`config.mk`:
```
export PLATFORM = sky130hd
export DESIGN_NAME = relin_accum_stream
export DESIGN_NICKNAME = d
export VERILOG_FILES = /design/src/rtl/relin_accum_stream.sv
export SDC_FILE = /design/constraint.sdc
export NUM_CORES = 2
export LEC_CHECK = 0
export CORE_MARGIN = 2
export CORE_UTILIZATION = 45
export DETAILED_ROUTE_END_ITERATION = 8
export PLACE_DENSITY = 0.65
export SYNTH_ARGS = -nofsm -noshare
export SYNTH_HDL_FRONTEND = slang
export SYNTH_SLANG_ARGS = --single-unit
export TNS_END_PERCENT = 1
```
`constraint.sdc`:
```
create_clock -name clk -period 25.4 [get_ports clk]
set_input_delay 6.35 -clock clk [delete_from_list [all_inputs] [get_ports clk]]
set_output_delay 6.35 -clock clk [all_outputs]
set_load 0.05 [all_outputs]
```
`src/rtl/relin_accum_stream.sv`:
```
// ============================================================================
// Module   : relin_accum_stream
// Brief    : Streaming key-switch accumulator. It sums per-digit partial-product
//            tiles mod Q, adds the base ciphertext tile on the last digit, and
//            emits finished tiles.
// Option   : RELIN_ACCUM_RANGE_CHECK_EN enables input range checking and err_o.
// Revision : 1.0 - initial release
// ============================================================================
`default_nettype none

module relin_accum_stream #(
    parameter int          BIT_WIDTH  = 32,
    parameter int          TILE_N     = 4,
    parameter int          DEGREE_N   = 16,
    parameter int          NUM_DIGITS = 8,
    parameter int          NUM_CH     = 2,
    parameter int unsigned Q          = 132120577
) (
    input  logic                                      clk,
    input  logic                                      rst,
    input  logic                                      valid_i,
    output logic                                      ready_o,
    input  logic [NUM_CH*TILE_N*BIT_WIDTH-1:0]        pp_i,
    input  logic [NUM_CH*TILE_N*BIT_WIDTH-1:0]        base_i,
    output logic                                      valid_o,
    input  logic                                      ready_i,
    output logic [NUM_CH*TILE_N*BIT_WIDTH-1:0]        coeff_o,
    output logic [((DEGREE_N/TILE_N) > 1 ? $clog2(DEGREE_N/TILE_N) : 1)-1:0] tile_idx_o,
    output logic                                      last_o,
    output logic                                      done_o,
    output logic                                      err_o
);

    localparam int NUM_TILES = DEGREE_N / TILE_N;
    localparam int TW        = (NUM_TILES > 1) ? $clog2(NUM_TILES) : 1;
    localparam int DW        = (NUM_DIGITS > 1) ? $clog2(NUM_DIGITS) : 1;
    localparam int NL        = NUM_CH * TILE_N;
    localparam int VW        = NL * BIT_WIDTH;

    localparam logic [BIT_WIDTH:0] c_q_ext     = (BIT_WIDTH+1)'(Q);
    localparam logic [TW-1:0]      c_last_tile = TW'(NUM_TILES - 1);
    localparam logic [DW-1:0]      c_last_dig  = DW'(NUM_DIGITS - 1);

    function automatic logic [BIT_WIDTH-1:0] modadd(input logic [BIT_WIDTH-1:0] a,
                                                    input logic [BIT_WIDTH-1:0] b);
        logic [BIT_WIDTH:0] s;
        s = {1'b0, a} + {1'b0, b};
        if (s >= c_q_ext)
            s = s - c_q_ext;
        return s[BIT_WIDTH-1:0];
    endfunction

    typedef enum logic [1:0] {
        S_IDLE  = 2'd0,
        S_ACCUM = 2'd1,
        S_FINAL = 2'd2
    } state_t;

    state_t          r_state;
    logic [TW-1:0]   r_tile_cnt;
    logic [DW-1:0]   r_digit_cnt;
    logic [VW-1:0]   r_acc [NUM_TILES];
    logic [VW-1:0]   r_coeff;
    logic            r_valid;
    logic [TW-1:0]   r_tile_idx;
    logic            r_last;
    logic            r_done;

    logic            w_final_beat;
    logic            w_first_digit;
    logic            w_tile_wrap;
    logic            w_accept;
    logic [VW-1:0]   w_pp_use;
    logic [VW-1:0]   w_base_use;
    logic [VW-1:0]   w_acc_rd;
    logic [VW-1:0]   w_acc_next;
    logic [VW-1:0]   w_final;

    // A single-digit stream is final from its very first beat, even in IDLE.
    assign w_final_beat  = (r_state == S_FINAL) || (NUM_DIGITS == 1);
    assign w_first_digit = (r_digit_cnt == '0);
    assign w_tile_wrap   = (r_tile_cnt == c_last_tile);
    assign ready_o       = !rst && (!w_final_beat || !r_valid || ready_i);
    assign w_accept      = valid_i && ready_o;
    assign w_acc_rd      = r_acc[r_tile_cnt];

`ifdef RELIN_ACCUM_RANGE_CHECK_EN
    localparam logic [BIT_WIDTH-1:0] c_q_bw = BIT_WIDTH'(Q);

    logic w_range_hit;
    logic r_err;

    always_comb begin
        w_pp_use    = pp_i;
        w_base_use  = base_i;
        w_range_hit = 1'b0;
        for (int l = 0; l < NL; l++) begin
            if (pp_i[l*BIT_WIDTH +: BIT_WIDTH] >= c_q_bw) begin
                w_pp_use[l*BIT_WIDTH +: BIT_WIDTH] = pp_i[l*BIT_WIDTH +: BIT_WIDTH] - c_q_bw;
                w_range_hit = 1'b1;
            end
            if (base_i[l*BIT_WIDTH +: BIT_WIDTH] >= c_q_bw) begin
                w_base_use[l*BIT_WIDTH +: BIT_WIDTH] = base_i[l*BIT_WIDTH +: BIT_WIDTH] - c_q_bw;
                if (w_final_beat)
                    w_range_hit = 1'b1;
            end
        end
    end

    always_ff @(posedge clk or posedge rst) begin
        if (rst)
            r_err <= 1'b0;
        else if (w_accept && w_range_hit)
            r_err <= 1'b1;
    end

    assign err_o = r_err;
`else
    assign w_pp_use   = pp_i;
    assign w_base_use = base_i;
    assign err_o      = 1'b0;
`endif

    always_comb begin
        w_acc_next = '0;
        for (int l = 0; l < NL; l++) begin
            w_acc_next[l*BIT_WIDTH +: BIT_WIDTH] = w_first_digit ?
                w_pp_use[l*BIT_WIDTH +: BIT_WIDTH] :
                modadd(w_acc_rd[l*BIT_WIDTH +: BIT_WIDTH], w_pp_use[l*BIT_WIDTH +: BIT_WIDTH]);
        end
    end

    generate
        if (NUM_DIGITS == 1) begin : g_single_digit
            always_comb begin
                w_final = '0;
                for (int l = 0; l < NL; l++)
                    w_final[l*BIT_WIDTH +: BIT_WIDTH] =
                        modadd(w_pp_use[l*BIT_WIDTH +: BIT_WIDTH], w_base_use[l*BIT_WIDTH +: BIT_WIDTH]);
            end
        end else begin : g_multi_digit
            always_comb begin
                w_final = '0;
                for (int l = 0; l < NL; l++)
                    w_final[l*BIT_WIDTH +: BIT_WIDTH] =
                        modadd(modadd(w_acc_rd[l*BIT_WIDTH +: BIT_WIDTH], w_pp_use[l*BIT_WIDTH +: BIT_WIDTH]),
                               w_base_use[l*BIT_WIDTH +: BIT_WIDTH]);
            end
        end
    endgenerate

    // Accumulator storage carries no reset; digit 0 always overwrites it.
    always_ff @(posedge clk) begin
        if (w_accept && !w_final_beat)
            r_acc[r_tile_cnt] <= w_acc_next;
    end

    always_ff @(posedge clk or posedge rst) begin
        if (rst) begin
            r_state     <= S_IDLE;
            r_tile_cnt  <= '0;
            r_digit_cnt <= '0;
            r_coeff     <= '0;
            r_valid     <= 1'b0;
            r_tile_idx  <= '0;
            r_last      <= 1'b0;
            r_done      <= 1'b0;
        end else begin
            r_done <= r_valid && ready_i && r_last;

            if (w_accept && w_final_beat) begin
                r_coeff    <= w_final;
                r_valid    <= 1'b1;
                r_tile_idx <= r_tile_cnt;
                r_last     <= w_tile_wrap;
            end else if (r_valid && ready_i) begin
                r_valid <= 1'b0;
            end

            if (w_accept) begin
                if (w_tile_wrap) begin
                    r_tile_cnt <= '0;
                    if (w_final_beat) begin
                        r_digit_cnt <= '0;
                        r_state     <= S_IDLE;
                    end else begin
                        r_digit_cnt <= r_digit_cnt + DW'(1);
                        r_state     <= (r_digit_cnt + DW'(1) == c_last_dig) ? S_FINAL : S_ACCUM;
                    end
                end else begin
                    r_tile_cnt <= r_tile_cnt + TW'(1);
                    r_state    <= w_final_beat ? S_FINAL : S_ACCUM;
                end
            end
        end
    end

    assign valid_o    = r_valid;
    assign coeff_o    = r_coeff;
    assign tile_idx_o = r_tile_idx;
    assign last_o     = r_last;
    assign done_o     = r_done;

endmodule

`default_nettype wire
```
After elaboration in Yosys (flattened, before gate mapping)
Memory sizes are Yosys's and may differ from the RTL's.
Index checks and enable logic that the tools add are counted.
Widths: inputs -> output; s select.
{"block": "word_totals", "regBits": 268, "ramBits": 1024, "input_bits": 516, "wordCells": 110, "mem_count": 1}
{"block": "classes", "addsub": 34, "n_lt_le_gt_ge": 16, "eq_ne": 3, "n_mux": 34, "n_reduce_logical": 14}
{"name": "r_acc", "depth": 4, "word_bits": 256, "rd": 1, "rd_ports_with_merged_regs": 0, "wr": 1, "line_no": "62", "text": "logic [VW-1:0] r_acc [NUM_TILES];"}
{"op": "$mux 32", "n": 24}
{"op": "$add 32x32->33", "n": 16}
{"op": "$ge 33x27->1 const B", "n": 16}
{"op": "$sub 32x27->32 const B", "n": 16}
{"op": "$mux 2", "n": 5}
{"op": "$logic_and 1x1->1", "n": 6}
{"op": "$eq 2x2->1 const B", "n": 2}
{"op": "$mux 1", "n": 4}
{"op": "$add 3x1->3 const B", "n": 1}
{"op": "$eq 3x3->1 const B", "n": 1}
{"op": "$logic_not 1->1", "n": 3}
{"op": "$logic_not 3->1", "n": 1}
{"op": "$mux 3", "n": 1}
{"op": "$add 2x1->2 const B", "n": 1}
{"op": "$logic_or 1x1->1", "n": 2}
{"op": "$reduce_and 2->1", "n": 1}
{"op": "$reduce_bool 2->1", "n": 1}

Depth between registers and ports, before layout
{"block": "depth", "word_depth": 9, "ltp_mapped": 37, "ltp_nobuf": 29}

Worst setup path before layout
Ideal clock, no wire load.
{"block": "synth_timing", "kind": "input port to flip-flop", "from": "input port ready_i", "to": "memory r_acc[0][0] (netlist bit) (enable)", "arrival_time_ns": 13.706, "path_slack_ns": 11.044, "stages": 5, "path_cell_list": "inv_1 a31oi_1 and2_1 clkbuf_1 and3_1"}
{"block": "synth_between", "elab_chain_len": 6}
{"element": "start, declared", "line_no": "26", "text": "input logic ready_i,"}
{"element": "$logic_or 1x1->1", "line_no": "83", "text": "assign ready_o = !rst && (!w_final_beat || !r_valid || ready_i);"}
{"element": "$logic_and 1x1->1", "line_no": "83"}
{"element": "via ready_o", "line_no": "22", "text": "output logic ready_o,"}
{"element": "$logic_and 1x1->1", "line_no": "84", "text": "assign w_accept = valid_i && ready_o;"}
{"element": "$logic_and 1x1->1", "line_no": "154", "text": "if (w_accept && !w_final_beat)"}
{"element": "$mux 1", "line_no": "154"}
{"element": "$mux 1 (implied by the code)", "line_no": "155", "text": "r_acc[r_tile_cnt] <= w_acc_next;"}
{"element": "end, declared", "line_no": "62"}
The timed path passes the listed nets, and every way through them passes these cells.

Final worst setup path
{"block": "layout_timing", "from": "input port pp_i[192]", "to": "register r_coeff[218] (netlist: coeff_o[218])"}
{"block": "layout_between", "elab_chain_len": 6, "word_cells_on_any_way": 8}
{"element": "start, declared", "line_no": "23", "text": "input logic [NUM_CH*TILE_N*BIT_WIDTH-1:0] pp_i,"}
{"element": "$add 32x32->33 (*)", "line_no": "47", "text": "s = {1'b0, a} + {1'b0, b};"}
{"element": "$sub 32x27->32 / $ge 33x27->1 (equally long branches)", "line_no": "49, 48"}
{"element": "$mux 32 (*)", "line_no": "48", "text": "if (s >= c_q_ext)"}
{"element": "$add 32x32->33 (*)", "line_no": "47"}
{"element": "$sub 32x27->32 / $ge 33x27->1 (equally long branches)", "line_no": "49, 48"}
{"element": "$mux 32 (*)", "line_no": "48"}
{"element": "end signal, assigned", "line_no": "172", "text": "r_coeff <= w_final;"}
{"element": "end, declared", "line_no": "63", "text": "logic [VW-1:0] r_coeff;"}
Mark *: on every way between the ends. The rest lies on a longest branch, timed or not.
A chain may end at the register's enable or synchronous reset.

==> results.py <==
metrics = {
    "outcome": {
        "status": "complete, no violations",
    },
    "clock_network": {
        "cts-root-buf": "clkbuf_16",
        "htree_levels": 4,
        "tritoncts": "done",
        "clkTransAtPathRegs_ps": 60,
        "cts_resized": 0,
        "clockBufferDepth": 3,
        "cts.sinks": 1292,
        "hold_buffers": 0,
        "cts_made_buffers": 150,
        "post_cts_buffers": 0,
        "insertion_delay_ps": 820,
    },
    "critical_path": {
        "max_stage_delay_ps": 900,
        "path_max_fanout": 19,
        "cp_top_family": "compound AO/OA/AOI/OAI gates",
        "cp_num_buf_inv": 4,
        "crit_path_frequent_cell": "xnor2_1",
        "rrSetupSlack_ps": 12960,
        "slowest_stage": "a2111oi_0",
        "cp-end-kind": "flop",
        "cp.required_ps": 26050,
        "path_class": "in2reg",
        "arrival_ps": 16530,
        "startpoint_type": "input port",
        "r2r_start": "r_tile_cnt[1]",
        "crit_start": "pp_i[192]",
    },
    "place": {
        "port_buffers": 777,
        "gp_congestion": 0.985,
        "place_hpwl_mm": 237,
    },
    "routing": {
        "final_antenna_net_count": 0,
        "drc": 0,
        "num_vias": 77100,
        "wl_per_cell_um": 24.4,
        "drt_first_pass_iters": 6,
        "wl_mm": 306,
        "drt_iter0_markers": 6694,
        "via_per_inst": 6.14,
    },
    "timing": {
        "fmax_mhz": 63.0,
        "layout_min_cycle_time_ps": 15880,
        "finalSetupViolCount": 0,
        "max_slew.worst_pin.slew_ps": 1290,
        "fin_crit_sh": 0.625,
        "maxSlewHeadroom": 0.115,
        "slew_viol_final": 0,
        "fin_skew_ps": 28.2,
        "grt_setup_unrepaired": "no",
        "fin_tns_setup_ps": 0,
        "hold_viol_final": 0,
    },
    "final_layout": {
        "area_growth_pct": 16.3,
        "nets": 10800,
        "fillers": 18400,
        "drive_above_1_share": 0.0940,
    },
    "floorplanning": {
        "pin_count": 779,
        "initial_core_util": 0.452,
        "die_w_um": 460,
        "die_height_um": 460,
        "dieArea_um2": 211000,
        "rows": 167,
        "core-area_um2": 207000,
    },
    "synth": {
        "postSynthCellCount": 9119,
        "ys_ff_latch": 1292,
        "ys_types": 101,
        "netlist_area_um2": 93500,
        "yosys.area.top_type": "edfxtp_1",
        "yosysSeqAreaShare": 0.401,
        "synthFlopType": "edfxtp_1",
        "ys_top_cells_by_count": "edfxtp_1 (1,024), nand2_1 (814), a21oi_1 (578)",
        "synth.top_cell.area_share": 0.329,
        "yosys-top-cells-area": "edfxtp_1 (33%), ha_1 (7.7%), dfrtp_1 (7.2%)",
        "ys_warn_count": 0,
        "syn_nets": 10200,
        "postSynth.asyncResetShare": 0.207,
        "synth.most_common_cell": "edfxtp_1",
        "syn_area_per_cell_um2": 10.3,
        "synth-edff-count": 1024,
    },
    "global_route": {
        "grt_pass1_wl_mm": 458,
        "grt_pass1_vias": 74700,
        "overflow": 0,
        "grtUsageTotal": 0.281,
        "antenna_found_initial": 51,
        "grt_max_degree": 124,
    },
    "run": {
        "max-cap-violations": 0,
    },
    "hold_path": {
        "hp-class": "reg2reg",
        "min_from": "coeff_o[143]",
    },
}
-- tightest hold or removal path: stages (launching register included) --
cell     delay (ps)
dfrtp_1         340
nand2_1          50
nand2_1          50
-- final timing paths --
check	cells past startpoint	to
min in group asynchronous	2	done_o
worst max register to register	32	coeff_o[218]
worst min register to register	2	coeff_o[143]
worst min-delay path	2	coeff_o[143]
worst max-delay path	30	coeff_o[218]
max in group asynchronous	4	coeff_o[233]
-- cell usage in the layout (no fill, tap or decap), drive strengths merged, types with 245 or more instances in the layout --
cell type / instances
xor2: 301
nand2: 814
edfxtp: 1024
dfrtp: 268
xnor2: 472
ha: 575
a21o: 289
nor2: 527
nand3: 245
clkdlybuf4s50: 777
mux4: 256
o21ai: 600
nor3: 250
a21oi: 578
-- stage by stage --
| step | hold slack, ps | cell area, um^2 | util | setup WS [ps] | cells |
|---|---|---|---|---|---|
| global placement | 462 | 104000 | 0.501 | 9050 | 12300 |
| finish | 474 | 109000 | 0.526 | 9520 | 12600 |
| global route | 498 | 109000 | 0.525 | 8850 | 12500 |
| CTS | 480 | 109000 | 0.525 | 9780 | 12500 |
| detailed placement | 468 | 104000 | 0.501 | 8930 | 12300 |
| floorplan | 486 | 93500 | - | 11040 | 9119 |
-- state kept, by name (all words and copies together), names as in the netlist --
signal	cells
coeff_o	256
valid_o	1
r_state	2
r_digit_cnt	3
tile_idx_o	2
r_tile_cnt	2
done_o	1
last_o	1
r_acc	1024
-- final cells by class --
class                           count  area [um^2]  share of cell area
Multi-Input combinational cell   7211        53800               0.495
Sequential cell                  1292        37500               0.345
Timing Repair Buffer              841         8320              0.0765
Clock buffer                      186         3960              0.0364
Tap cell                         2704         3380              0.0311
Clock inverter                     81          962             0.00885
Inverter                          205          785             0.00722
Antenna cell                       32         80.1            0.000736
-- kinds of logic (layout without fill, tap and decap cells) --
kind of cell             count (synthesis)  count (layout)  synth area share
flip-flops                            1292            1292             0.401
other                                    1              33         0.0000401
AO/OA/AOI/OAI                         2401            2401             0.168
XOR/XNOR                               773             773            0.0724
multiplexers                           527             527            0.0936
adder cells (fa/ha/maj)                591             591            0.0804
buffers and inverters                  616            1313            0.0255
AND/OR/NAND/NOR                       2918            2918             0.160
-- per-layer routing --
layer,share of wire,global-route usage,vias to the layer above
li1,-,-,36200
met1,0.43,0.374,37800
met2,0.47,0.456,2608
met3,0.064,0.0452,516
met4,0.040,0.117,30
met5,0.00059,0,-
Power is not shown: default switching activity piles up to over one toggle a cycle in this logic, so the estimate is an artifact.
